## src/rtl/dmr_instr_fork_join_if.sv

```systemverilog
// Upstream fetch port plus the forked replica request/response bundle.
// slave is the fork/join block's view, master the requester/replica side.
interface dmr_instr_fork_join_if #(
  parameter int NUM_OUT = 2,
  parameter int AW      = 32,
  parameter int DW      = 32
);
  logic                         req_valid_i;
  logic                         req_ready_o;
  logic [AW-1:0]                req_addr_i;
  logic                         rsp_valid_o;
  logic [DW-1:0]                rsp_data_o;
  logic                         rsp_err_o;
  logic [NUM_OUT-1:0]           mem_req_valid_o;
  logic [NUM_OUT-1:0]           mem_req_ready_i;
  logic [AW-1:0]                mem_req_addr_o;
  logic [NUM_OUT-1:0]           mem_rsp_valid_i;
  logic [NUM_OUT-1:0][DW-1:0]   mem_rsp_data_i;
  logic                         error_o;

  modport slave (
    input  req_valid_i,
    input  req_addr_i,
    input  mem_req_ready_i,
    input  mem_rsp_valid_i,
    input  mem_rsp_data_i,
    output req_ready_o,
    output rsp_valid_o,
    output rsp_data_o,
    output rsp_err_o,
    output mem_req_valid_o,
    output mem_req_addr_o,
    output error_o
  );

  modport master (
    output req_valid_i,
    output req_addr_i,
    output mem_req_ready_i,
    output mem_rsp_valid_i,
    output mem_rsp_data_i,
    input  req_ready_o,
    input  rsp_valid_o,
    input  rsp_data_o,
    input  rsp_err_o,
    input  mem_req_valid_o,
    input  mem_req_addr_o,
    input  error_o
  );
endinterface

```

## src/rtl/dmr_instr_fork_join.sv

```systemverilog
// Forks one fetch to NUM_OUT replicas, joins and compares their responses.
// Responses may arrive in different cycles; mismatch/timeout flag an error.
module dmr_instr_fork_join #(
  parameter int NUM_OUT = 2,
  parameter int TIMEOUT = 64,
  parameter int AW      = 32,
  parameter int DW      = 32
) (
  input  logic                 clk_i,
  input  logic                 rst_i,
  dmr_instr_fork_join_if.slave bus
);
  typedef logic [AW-1:0]      addr_t;
  typedef logic [DW-1:0]      data_t;
  typedef logic [NUM_OUT-1:0] vec_t;

  localparam int CW = (TIMEOUT > 1) ? $clog2(TIMEOUT) : 1;

  typedef enum logic [1:0] {
    IDLE,
    ISSUE,
    WAIT,
    RESP
  } state_t;

  state_t        state_q;
  addr_t         addr_q;
  data_t         data_q [NUM_OUT];
  vec_t          issued_q;
  vec_t          got_q;
  vec_t          stale_q;
  logic [CW-1:0] cnt_q;

  logic  busy;
  vec_t  hs;
  vec_t  issued_n;
  vec_t  acc;
  vec_t  stale_hit;
  vec_t  proto_err;
  vec_t  got_n;
  data_t data_n [NUM_OUT];
  data_t ref_data;
  logic  found;
  logic  mismatch;
  logic  all_got;
  logic  to_hit;

  assign bus.mem_req_addr_o = addr_q;

  // Classify every replica response and build the next join view.
  always_comb begin
    busy      = (state_q == ISSUE) || (state_q == WAIT);
    hs        = '0;
    if (state_q == ISSUE) begin
      hs = bus.mem_req_valid_o & bus.mem_req_ready_i;
    end
    issued_n  = issued_q | hs;
    stale_hit = bus.mem_rsp_valid_i & stale_q;
    acc       = bus.mem_rsp_valid_i & ~stale_q & issued_q
              & ~got_q & {NUM_OUT{busy}};
    proto_err = bus.mem_rsp_valid_i & ~stale_q & ~acc;
    got_n     = got_q | acc;
    for (int i = 0; i < NUM_OUT; i++) begin
      data_n[i] = acc[i] ? bus.mem_rsp_data_i[i] : data_q[i];
    end
    all_got   = &got_n;
    to_hit    = (TIMEOUT != 0) && (state_q == WAIT)
              && (cnt_q == CW'(TIMEOUT - 1)) && !all_got;
    ref_data  = '0;
    found     = 1'b0;
    for (int i = 0; i < NUM_OUT; i++) begin
      if (got_n[i] && !found) begin
        ref_data = data_n[i];
        found    = 1'b1;
      end
    end
    mismatch  = 1'b0;
    for (int i = 0; i < NUM_OUT; i++) begin
      if (got_n[i] && (data_n[i] != ref_data)) begin
        mismatch = 1'b1;
      end
    end
  end

  always_ff @(posedge clk_i or posedge rst_i) begin
    if (rst_i) begin
      state_q             <= IDLE;
      addr_q              <= '0;
      for (int i = 0; i < NUM_OUT; i++) begin
        data_q[i] <= '0;
      end
      issued_q            <= '0;
      got_q               <= '0;
      stale_q             <= '0;
      cnt_q               <= '0;
      bus.req_ready_o     <= 1'b0;
      bus.rsp_valid_o     <= 1'b0;
      bus.rsp_data_o      <= '0;
      bus.rsp_err_o       <= 1'b0;
      bus.mem_req_valid_o <= '0;
      bus.error_o         <= 1'b0;
    end else begin
      bus.rsp_valid_o <= 1'b0;
      bus.rsp_err_o   <= 1'b0;
      bus.error_o     <= |proto_err;
      stale_q         <= stale_q & ~stale_hit;
      got_q           <= got_n;
      data_q          <= data_n;
      unique case (state_q)
        IDLE: begin
          if (bus.req_valid_i && bus.req_ready_o) begin
            addr_q              <= bus.req_addr_i;
            issued_q            <= '0;
            got_q               <= '0;
            bus.req_ready_o     <= 1'b0;
            bus.mem_req_valid_o <= '1;
            state_q             <= ISSUE;
          end else begin
            bus.req_ready_o <= 1'b1;
          end
        end
        ISSUE: begin
          issued_q            <= issued_n;
          bus.mem_req_valid_o <= ~issued_n;
          if (&issued_n) begin
            cnt_q   <= '0;
            state_q <= WAIT;
          end
        end
        WAIT: begin
          cnt_q <= cnt_q + 1'b1;
          if (all_got || to_hit) begin
            bus.rsp_valid_o <= 1'b1;
            bus.rsp_data_o  <= ref_data;
            bus.rsp_err_o   <= mismatch | to_hit;
            bus.error_o     <= (|proto_err) | mismatch | to_hit;
            state_q         <= RESP;
          end
          // Missing replicas will answer later; drop that answer quietly.
          if (to_hit) begin
            stale_q <= (stale_q & ~stale_hit) | ~got_n;
          end
        end
        RESP: begin
          bus.req_ready_o <= 1'b1;
          state_q         <= IDLE;
        end
      endcase
    end
  end
endmodule

```

## src/flat_wrapper.sv

```systemverilog
// flat-port wrapper written by rule: the top's interface ports become plain ports
module dmr_instr_fork_join_flat 
#(
  parameter int NUM_OUT = 2,
  parameter int TIMEOUT = 64,
  parameter int AW      = 32,
  parameter int DW      = 32
)
  (clk_i, rst_i, bus_req_valid_i, bus_req_addr_i, bus_mem_req_ready_i, bus_mem_rsp_valid_i, bus_mem_rsp_data_i, bus_req_ready_o, bus_rsp_valid_o, bus_rsp_data_o, bus_rsp_err_o, bus_mem_req_valid_o, bus_mem_req_addr_o, bus_error_o);
  dmr_instr_fork_join_if #(.NUM_OUT(NUM_OUT), .AW(AW), .DW(DW)) bus_i ();
  input  logic clk_i;
  input  logic rst_i;
  input wire logic [$bits(bus_i.req_valid_i)-1:0] bus_req_valid_i;
  input wire logic [$bits(bus_i.req_addr_i)-1:0] bus_req_addr_i;
  input wire logic [$bits(bus_i.mem_req_ready_i)-1:0] bus_mem_req_ready_i;
  input wire logic [$bits(bus_i.mem_rsp_valid_i)-1:0] bus_mem_rsp_valid_i;
  input wire logic [$bits(bus_i.mem_rsp_data_i)-1:0] bus_mem_rsp_data_i;
  output wire logic [$bits(bus_i.req_ready_o)-1:0] bus_req_ready_o;
  output wire logic [$bits(bus_i.rsp_valid_o)-1:0] bus_rsp_valid_o;
  output wire logic [$bits(bus_i.rsp_data_o)-1:0] bus_rsp_data_o;
  output wire logic [$bits(bus_i.rsp_err_o)-1:0] bus_rsp_err_o;
  output wire logic [$bits(bus_i.mem_req_valid_o)-1:0] bus_mem_req_valid_o;
  output wire logic [$bits(bus_i.mem_req_addr_o)-1:0] bus_mem_req_addr_o;
  output wire logic [$bits(bus_i.error_o)-1:0] bus_error_o;
  assign bus_i.req_valid_i = bus_req_valid_i;
  assign bus_i.req_addr_i = bus_req_addr_i;
  assign bus_i.mem_req_ready_i = bus_mem_req_ready_i;
  assign bus_i.mem_rsp_valid_i = bus_mem_rsp_valid_i;
  assign bus_i.mem_rsp_data_i = bus_mem_rsp_data_i;
  assign bus_req_ready_o = bus_i.req_ready_o;
  assign bus_rsp_valid_o = bus_i.rsp_valid_o;
  assign bus_rsp_data_o = bus_i.rsp_data_o;
  assign bus_rsp_err_o = bus_i.rsp_err_o;
  assign bus_mem_req_valid_o = bus_i.mem_req_valid_o;
  assign bus_mem_req_addr_o = bus_i.mem_req_addr_o;
  assign bus_error_o = bus_i.error_o;
  dmr_instr_fork_join #(.NUM_OUT(NUM_OUT), .TIMEOUT(TIMEOUT), .AW(AW), .DW(DW)) u_core (.clk_i(clk_i), .rst_i(rst_i), .bus(bus_i));
endmodule
```

## config.mk

```make
export PLATFORM = sky130hd
export DESIGN_NAME = dmr_instr_fork_join_flat
export DESIGN_NICKNAME = d
export VERILOG_FILES = /design/src/rtl/dmr_instr_fork_join_if.sv /design/src/rtl/dmr_instr_fork_join.sv /design/src/flat_wrapper.sv
export SDC_FILE = /design/constraint.sdc
export NUM_CORES = 1
export LEC_CHECK = 0
export BUFFER_PORTS_ARGS = -buffer_cell sky130_fd_sc_hd__buf_2
export CAP_MARGIN = 20
export CORE_AREA = 2 2 127 129
export CTS_CLUSTER_DIAMETER = 30
export DETAILED_ROUTE_END_ITERATION = 6
export DIE_AREA = 0 0 129 131
export PLACE_DENSITY_LB_ADDON = 0.25
export SYNTH_ARGS = -nofsm -noshare
export SYNTH_HDL_FRONTEND = slang
export SYNTH_SLANG_ARGS = --single-unit
export TNS_END_PERCENT = 100
```

## constraint.sdc

```tcl
create_clock -name clk_i -period 5.3 [get_ports clk_i]
set_input_delay 1.06 -clock clk_i [delete_from_list [all_inputs] [get_ports clk_i]]
set_output_delay 1.06 -clock clk_i [all_outputs]
set_load 0.005 [all_outputs]
```

==> impl_metrics.json, run 1 <==
{
  "status": "finished clean",
  "ys.flop_type": "dfrtp_1",
  "grt_pass1_vias": 6756,
  "place_area_um2": 8554,
  "hold_viol_final": 0,
  "post-route-period-util_pct": 80.94,
  "clock_skew_ns": 0.007295,
  "synth_seq_area_share_pct": 49.54,
  "fin_tns_setup_ns": 0,
  "start_kind": "flip-flop",
  "synth_cell_types": 77,
  "dieArea_um2": 16900,
  "min-delay-path-class": "flip-flop to flip-flop",
  "start_util_pct": 47.93,
  "post-cts-setup-buffers": 0,
  "leakage_nw": 4.593,
  "htree_levels": 4,
  "finish.instance_area_um2": 9144,
  "drt_iter0_markers": 570,
  "min-delay-start": "u_core.bus.mem_req_addr_o[31]$_DFFE_PP0P_",
  "clock-sinks": 148,
  "num_rows": 46,
  "cts_tree": "built",
  "mappedNetlistArea_um2": 7476,
  "drc": 0,
  "cts_buffer_depth": 2,
  "synthArstFlopShare_pct": 100.0,
  "cts_root_buf": "clkbuf_16",
  "io_pins": 173,
  "p_per_area_nw_per_um2": 633.9,
  "cts-resized-gates": 0,
  "setup_viol": 0,
  "hold_buffers": 0,
  "yosysTopAreaCellShare_pct": 49.54,
  "synth.largest_area_cell": "dfrtp_1",
  "viasPerCell": 5.954,
  "grt_max_degree": 67,
  "io_buffers": 172,
  "vias": 7109,
  "postSynthCellCount": 801,
  "numCtsBuffers": 17,
  "seqPwrFrac_pct": 31.4,
  "antenna_cells": 0,
  "clk-insertion-delay-late_ns": 0.43,
  "comb_power_share_pct": 48.3,
  "setup_ws_ns": 1.010,
  "synth.area.top_cells": "dfrtp_1, nand2_1, o21ai_0, a22oi_1, nand3_1",
  "path_max_fanout": 12,
  "rsz0062_at_grt": "no",
  "cp_data_required_time_ns": 5.59,
  "max_freq_mhz": 233.1,
  "power.switching_mw": 2.529,
  "layout_min_cycle_time_ns": 4.290,
  "path_class": "flip-flop to flip-flop",
  "worstPathArrival_ns": 4.58,
  "cap_violations": 0,
  "crit_path_end_kind": "flip-flop",
  "routedWlPerCell_um": 21.12,
  "final.fill_count": 1388,
  "syn_nets": 910,
  "drive_above_1_share_pct": 25.87,
  "p_int_mw": 3.267,
  "grt_pass1_wl_mm": 38.45,
  "place_ws_ns": 0.9958,
  "multiInputGateArea_um2": 3437,
  "power.total_mw": 5.797,
  "detail-route-antenna-nets": 0,
  "area.growth.synth_to_final_pct": 22.31,
  "clk_pin_slew_ns": 0.06,
  "r2r-start": "u_core.state_q[0]$_DFFE_PP0P_",
  "antenna_found_initial": 0,
  "synth-edff-count": 0,
  "wirelength_mm": 25.22,
  "die_y_um": 131,
  "sw_frac_of_total_pct": 43.64,
  "detailed_place_hpwl_mm": 18.56,
  "grtUsageTotal_pct": 30.53,
  "drt-pass1-iter-count": 6,
  "avgSynthCellArea_um2": 9.333,
  "place_congestion": 1.002,
  "die_w_um": 129,
  "fin_util_pct": 58.62,
  "irDropWorstVdd_uv": 281.4,
  "seqCellArea_um2": 3704,
  "yosysWarnings": 0,
  "slew-limit-headroom_pct": 27.63,
  "nNetsFinal": 1074,
  "worst_pin_slew_ns": 1.084,
  "slew_violations": 0,
  "power_frac_clock_pct": 20.3,
  "overflow": 0,
  "core_area_um2": 15600,
  "yosys_register_bits": 148,
  "startpoint": "u_core.state_q[0]$_DFFE_PP0P_"
}
-- routing by layer --
| metal | wire length [um] | part of all wire (%) | track usage (%) |
|---|---|---|---|
| met4 | 736 | 2.9 | 11.64 |
| met1 | 10820 | 43 | 41.93 |
| met2 | 11410 | 45 | 46.87 |
| met5 | 0 | 0 | 0 |
| met3 | 2254 | 8.9 | 7.818 |
-- metrics by stage --
stage               hold WS [ns]  instances
floorplan                 0.4697        801
global placement          0.4537       1161
detailed placement        0.4567       1161
finish                    0.4691       1194
global route              0.4872       1194
CTS                       0.4728       1193
-- placed cells by master, fill, tap and decap left out, drive strengths merged, types with 4 or more instances in the layout --
cell type,synthesis,routed
a2111oi,11,11
a211oi,7,7
a21boi,9,9
a21o,14,14
a21oi,19,19
a221oi,16,16
a22o,5,5
a22oi,35,35
a31oi,8,8
a32o,4,4
and2,11,11
and3,21,21
buf,13,192
clkbuf,34,21
clkinv,1,7
dfrtp,148,148
ha,6,6
inv,35,36
mux2,6,6
mux2i,14,14
nand2,167,167
nand3,33,33
nand4,5,5
nor2,24,24
nor4,8,8
o211ai,10,10
o21ai,75,75
o22ai,5,5
o31ai,5,5
or2,7,7
or4,4,4
-- logic make-up (layout without fill, tap and decap cells) --
family / after synthesis / after routing / share of synthesized area [%]
and+or+nand+nor: 296 / 296 / 18.74
adders and majority gates: 6 / 6 / 1.004
muxes: 20 / 20 / 2.828
buffers and inverters: 83 / 260 / 4.586
DFF: 148 / 148 / 49.54
AOI/OAI and AO/OA: 248 / 248 / 23.30
-- flip-flops by register name, summed over array words and instances (netlist names) --
register                    count
u_core.bus.rsp_err_o            1
u_core.cnt_q                    6
u_core.bus.error_o              1
u_core.bus.mem_req_addr_o      32
u_core.bus.rsp_data_o          32
u_core.bus.rsp_valid_o          1
u_core.data_q                  64
u_core.state_q                  2
u_core.issued_q                 2
u_core.got_q                    2
u_core.stale_q                  2
u_core.bus.req_ready_o          1
u_core.bus.mem_req_valid_o      2
-- area by class of cell --
cell class	instances	area share [%]
Multi-Input combinational cell	570	37.59
Tap cell	216	2.956
Timing Repair Buffer	192	11.19
Clock inverter	11	1.409
Sequential cell	148	40.50
Inverter	36	1.533
Clock buffer	21	4.817
-- critical path, cell delays in order, from the launching register on --
cell,delay (ns)
dfrtp_1,0.39
inv_1,0.09
ha_1,0.51
nand3b_2,0.14
nor2_2,0.83
mux2i_1,0.44
inv_1,0.13
or2_0,0.23
a211o_1,0.31
a2111oi_0,0.64
o2111a_1,0.34
a2bb2oi_1,0.09
-- cells in the mapped netlist, drive strengths merged, types with 13 or more instances --
library cell    n
clkbuf         34
mux2i          14
and3           21
a221oi         16
inv            35
o21ai          75
a22oi          35
a21oi          19
a21o           14
nand2         167
nor2           24
dfrtp         148
nand3          33
buf            13
-- worst paths after layout --
check	endpoint	slack [ns]	depth (start not counted)
worst max-delay path	u_core.bus.error_o$_DFF_PP0_	1.01	11
worst min-delay path	u_core.bus.mem_req_addr_o[31]$_DFFE_PP0P_	0.47	2
worst max register to register	u_core.bus.error_o$_DFF_PP0_	1.01	11
worst min register to register	u_core.bus.mem_req_addr_o[31]$_DFFE_PP0P_	0.47	2
max in group asynchronous	u_core.data_q[24]$_DFF_PP0_	3.59	3
min in group asynchronous	u_core.data_q[3]$_DFF_PP0_	0.65	2
-- power by group through the flow --
stage | sequential, mW | combinational, mW | clock, mW
6_report | 1.82 | 2.80 | 1.18
5_1_grt | 1.87 | 3.03 | 1.24
4_1_cts | 1.81 | 2.75 | 1.19
3_5_place_dp | 1.82 | 2.74 | 0
2_1_floorplan | 1.79 | 1.76 | 0
3_3_place_gp | 1.82 | 2.74 | 0
No activity file was read; power rests on OpenSTA's default activity.
==> inputs of run 2 (changes only) <==
--- a/config.mk
+++ b/config.mk
@@ -5,12 +5,13 @@
 export SDC_FILE = /design/constraint.sdc
 export NUM_CORES = 1
 export LEC_CHECK = 0
+export ABC_AREA = 1
 export BUFFER_PORTS_ARGS = -buffer_cell sky130_fd_sc_hd__buf_2
 export CAP_MARGIN = 20
-export CORE_AREA = 2 2 127 129
+export CORE_AREA = 2 2 122 124
 export CTS_CLUSTER_DIAMETER = 30
 export DETAILED_ROUTE_END_ITERATION = 6
-export DIE_AREA = 0 0 129 131
+export DIE_AREA = 0 0 124 126
 export PLACE_DENSITY_LB_ADDON = 0.25
 export SYNTH_ARGS = -nofsm -noshare
 export SYNTH_HDL_FRONTEND = slang
==> constraint.sdc (replaced) <==
create_clock -name clk_i -period 4 [get_ports clk_i]
set_input_delay 0.8 -clock clk_i [delete_from_list [all_inputs] [get_ports clk_i]]
set_output_delay 0.8 -clock clk_i [all_outputs]
set_load 0.005 [all_outputs]
==> impl_metrics.json, run 2 <==
{
  "r2r-start": "u_core.state_q[0]$_DFFE_PP0P_",
  "reg2reg_depth": 16,
  "cts-resized-gates": 0,
  "fin_util_pct": 65.31,
  "layout_min_cycle_time_ns": 3.079,
  "fin_tns_setup_ns": 0,
  "p_per_area_nw_per_um2": 878.7,
  "power.switching_mw": 3.745,
  "start_kind": "flip-flop",
  "drt-pass1-iter-count": 6,
  "post-cts-setup-buffers": 0,
  "antenna_cells": 0,
  "cap_violations": 0,
  "postSynthCellCount": 1061,
  "synth_common_cells": "nand2_1, dfrtp_1, nand3_1",
  "mostFrequentLayoutCells": "nand2_1, buf_2, dfrtp_1",
  "dieArea_um2": 15620,
  "seqPwrFrac_pct": 29.8,
  "core_area_um2": 14310,
  "clock-sinks": 148,
  "irDropWorstVdd_uv": 466.7,
  "hold_path_depth": 2,
  "regToRegSetupSlack_ns": 0.92,
  "synth.largest_area_cell": "dfrtp_1",
  "cts_root_buf": "clkbuf_16",
  "hold_end": "u_core.bus.mem_req_addr_o[10]$_DFFE_PP0P_",
  "drive_above_1_share_pct": 20.16,
  "grtUsageTotal_pct": 29.22,
  "yosysMostFrequentCell": "nand2_1",
  "cts_tree": "built",
  "rsz0062_at_grt": "no",
  "min-delay-path-class": "flip-flop to flip-flop",
  "detailed_place_hpwl_mm": 15.41,
  "ys.flop_type": "dfrtp_1",
  "io_buffers": 172,
  "overflow": 0,
  "worst_pin_slew_ns": 0.8671,
  "hold_viol_final": 0,
  "yosys_register_bits": 148,
  "vias": 7461,
  "cts_buffer_depth": 2,
  "mappedNetlistArea_um2": 7757,
  "crit_path_end_kind": "flip-flop",
  "clk-insertion-delay-late_ns": 0.43,
  "synth_seq_area_share_pct": 47.74,
  "power.total_mw": 8.214,
  "final.fill_count": 1340,
  "post-route-period-util_pct": 76.97,
  "synth.area.top_cells": "dfrtp_1, nand2_1, nand3_1, inv_1, nor2_1",
  "sw_frac_of_total_pct": 45.60,
  "path_class": "flip-flop to flip-flop",
  "max_freq_mhz": 324.8,
  "comb_power_share_pct": 51.2,
  "slew-limit-headroom_pct": 42.07,
  "clk_pin_slew_ns": 0.06,
  "layout_commonest_cell": "nand2_1",
  "syn_nets": 1170,
  "wirelength_mm": 21.71,
  "die_y_um": 126,
  "grt_pass1_vias": 7134,
  "detail-route-antenna-nets": 0,
  "synth_cell_types": 37,
  "regMostFlops": "u_core.data_q",
  "viasPerCell": 5.239,
  "synth-edff-count": 0,
  "status": "finished clean",
  "drt_iter0_markers": 657,
  "yosysWarnings": 0,
  "leakage_nw": 5.167,
  "drc": 0,
  "worstPathArrival_ns": 3.40,
  "setup_viol": 0,
  "p_int_mw": 4.469,
  "nNetsFinal": 1336,
  "cp_data_required_time_ns": 4.32,
  "synthArstFlopShare_pct": 100.0,
  "num_rows": 44,
  "area.growth.synth_to_final_pct": 20.50,
  "grt_max_degree": 55,
  "place_congestion": 0.9725,
  "path_max_fanout": 22,
  "grt_pass1_wl_mm": 35.20,
  "numCtsBuffers": 17,
  "power_frac_clock_pct": 19.0,
  "yosysTopAreaCellShare_pct": 47.74,
  "slew_violations": 0,
  "r2r_end": "u_core.bus.error_o$_DFF_PP0_",
  "start_util_pct": 54.20,
  "fin_cells": 1424,
  "post-place-cells": 1392,
  "min-delay-start": "u_core.bus.mem_req_addr_o[10]$_DFFE_PP0P_",
  "clock_skew_ns": 0.008820,
  "htree_levels": 4,
  "routedWlPerCell_um": 15.25,
  "largest_reg_flops": 64,
  "die_w_um": 124,
  "avgSynthCellArea_um2": 7.311,
  "antenna_found_initial": 0,
  "io_pins": 173,
  "hold_buffers": 0
}
-- run 2: cell count changes in the layout (fill, tap and decap cells not counted), moves of 34 or more --
| cell | previous run | this run |
|---|---|---|
| a22oi_1 | 34 | 0 |
| inv_1 | 32 | 115 |
| nand2_1 | 165 | 421 |
| nand3_1 | 33 | 123 |
| nor2_1 | 21 | 82 |
| o21ai_0 | 73 | 22 |
-- run 2: final cells by class --
class | instances | area (um2) | share of cell area (%)
Sequential cell | 148 | 3704 | 39.62
Clock buffer | 20 | 456.7 | 4.886
Inverter | 124 | 469.2 | 5.019
Timing Repair Buffer | 190 | 1046 | 11.19
Multi-Input combinational cell | 746 | 3322 | 35.54
Clock inverter | 12 | 120.1 | 1.285
Tap cell | 184 | 230.2 | 2.463
-- run 2: critical path: stages (launching register included) --
cell	delay [ns]
dfrtp_1	0.39
inv_1	0.10
ha_1	0.40
nand2_1	0.15
o21ai_4	0.52
buf_4	0.39
nand3_2	0.13
nand2_1	0.11
nor2_1	0.04
nor2_1	0.15
nand2_1	0.08
nor2_1	0.11
nand2_1	0.07
nor2_1	0.12
nand2_1	0.07
nand2_1	0.07
nand2_1	0.05
-- run 2: cells by family after synthesis --
group	after synthesis	synth area share, %
adder cells (fa/ha/maj)	6	0.9677
XOR/XNOR	2	0.2258
AND/OR/NAND/NOR	666	35.92
AO/OA/AOI/OAI	72	5.613
flip-flops	148	47.74
buffers and inverters	167	9.532
-- run 2: per-layer routing --
metal | vias up | GRT usage, % | share of wire (%)
met4 | 0 | 10.05 | 2.8
met5 | - | 0 | 0
met2 | 336 | 46.67 | 47
met3 | 56 | 7.699 | 8.4
met1 | 3409 | 38.63 | 42
li1 | 3660 | - | -
-- run 2: worst max path at each step --
stage | startpoint | end | slack, ns | cells past startpoint
2_1_floorplan | rst_i | u_core.bus.error_o$_DFF_PP0_ | 1.34 | 1
3_3_place_gp | bus_mem_rsp_valid_i[0] | u_core.bus.rsp_data_o[11]$_DFFE_PP0P_ | 1.00 | 10
3_5_place_dp | bus_mem_rsp_valid_i[0] | u_core.bus.rsp_data_o[11]$_DFFE_PP0P_ | 0.99 | 10
4_1_cts | u_core.state_q[0]$_DFFE_PP0P_ | u_core.bus.error_o$_DFF_PP0_ | 0.96 | 16
5_1_grt | u_core.state_q[0]$_DFFE_PP0P_ | u_core.bus.error_o$_DFF_PP0_ | 0.58 | 16
6_report | u_core.state_q[0]$_DFFE_PP0P_ | u_core.bus.error_o$_DFF_PP0_ | 0.92 | 16
-- run 2: power by group through the flow --
stage                     clock network [mW]  registers, mW  logic (mW)
final                                   1.56           2.45        4.20
after global routing                    1.64           2.52        4.73
after floorplan                            0           2.44        2.88
after CTS                               1.57           2.45        4.16
after global placement                     0           2.46        4.06
after detailed placement                   0           2.46        4.12
-- run 2: through the flow --
step	setup slack, ns	area, um2	hold WS (ns)
2_1_floorplan	1.339	7761	0.4654
3_3_place_gp	1.000	8771	0.4495
3_5_place_dp	0.9887	8771	0.4532
4_1_cts	0.9642	9348	0.4689
5_1_grt	0.5807	9348	0.4997
6_report	0.9210	9348	0.4652
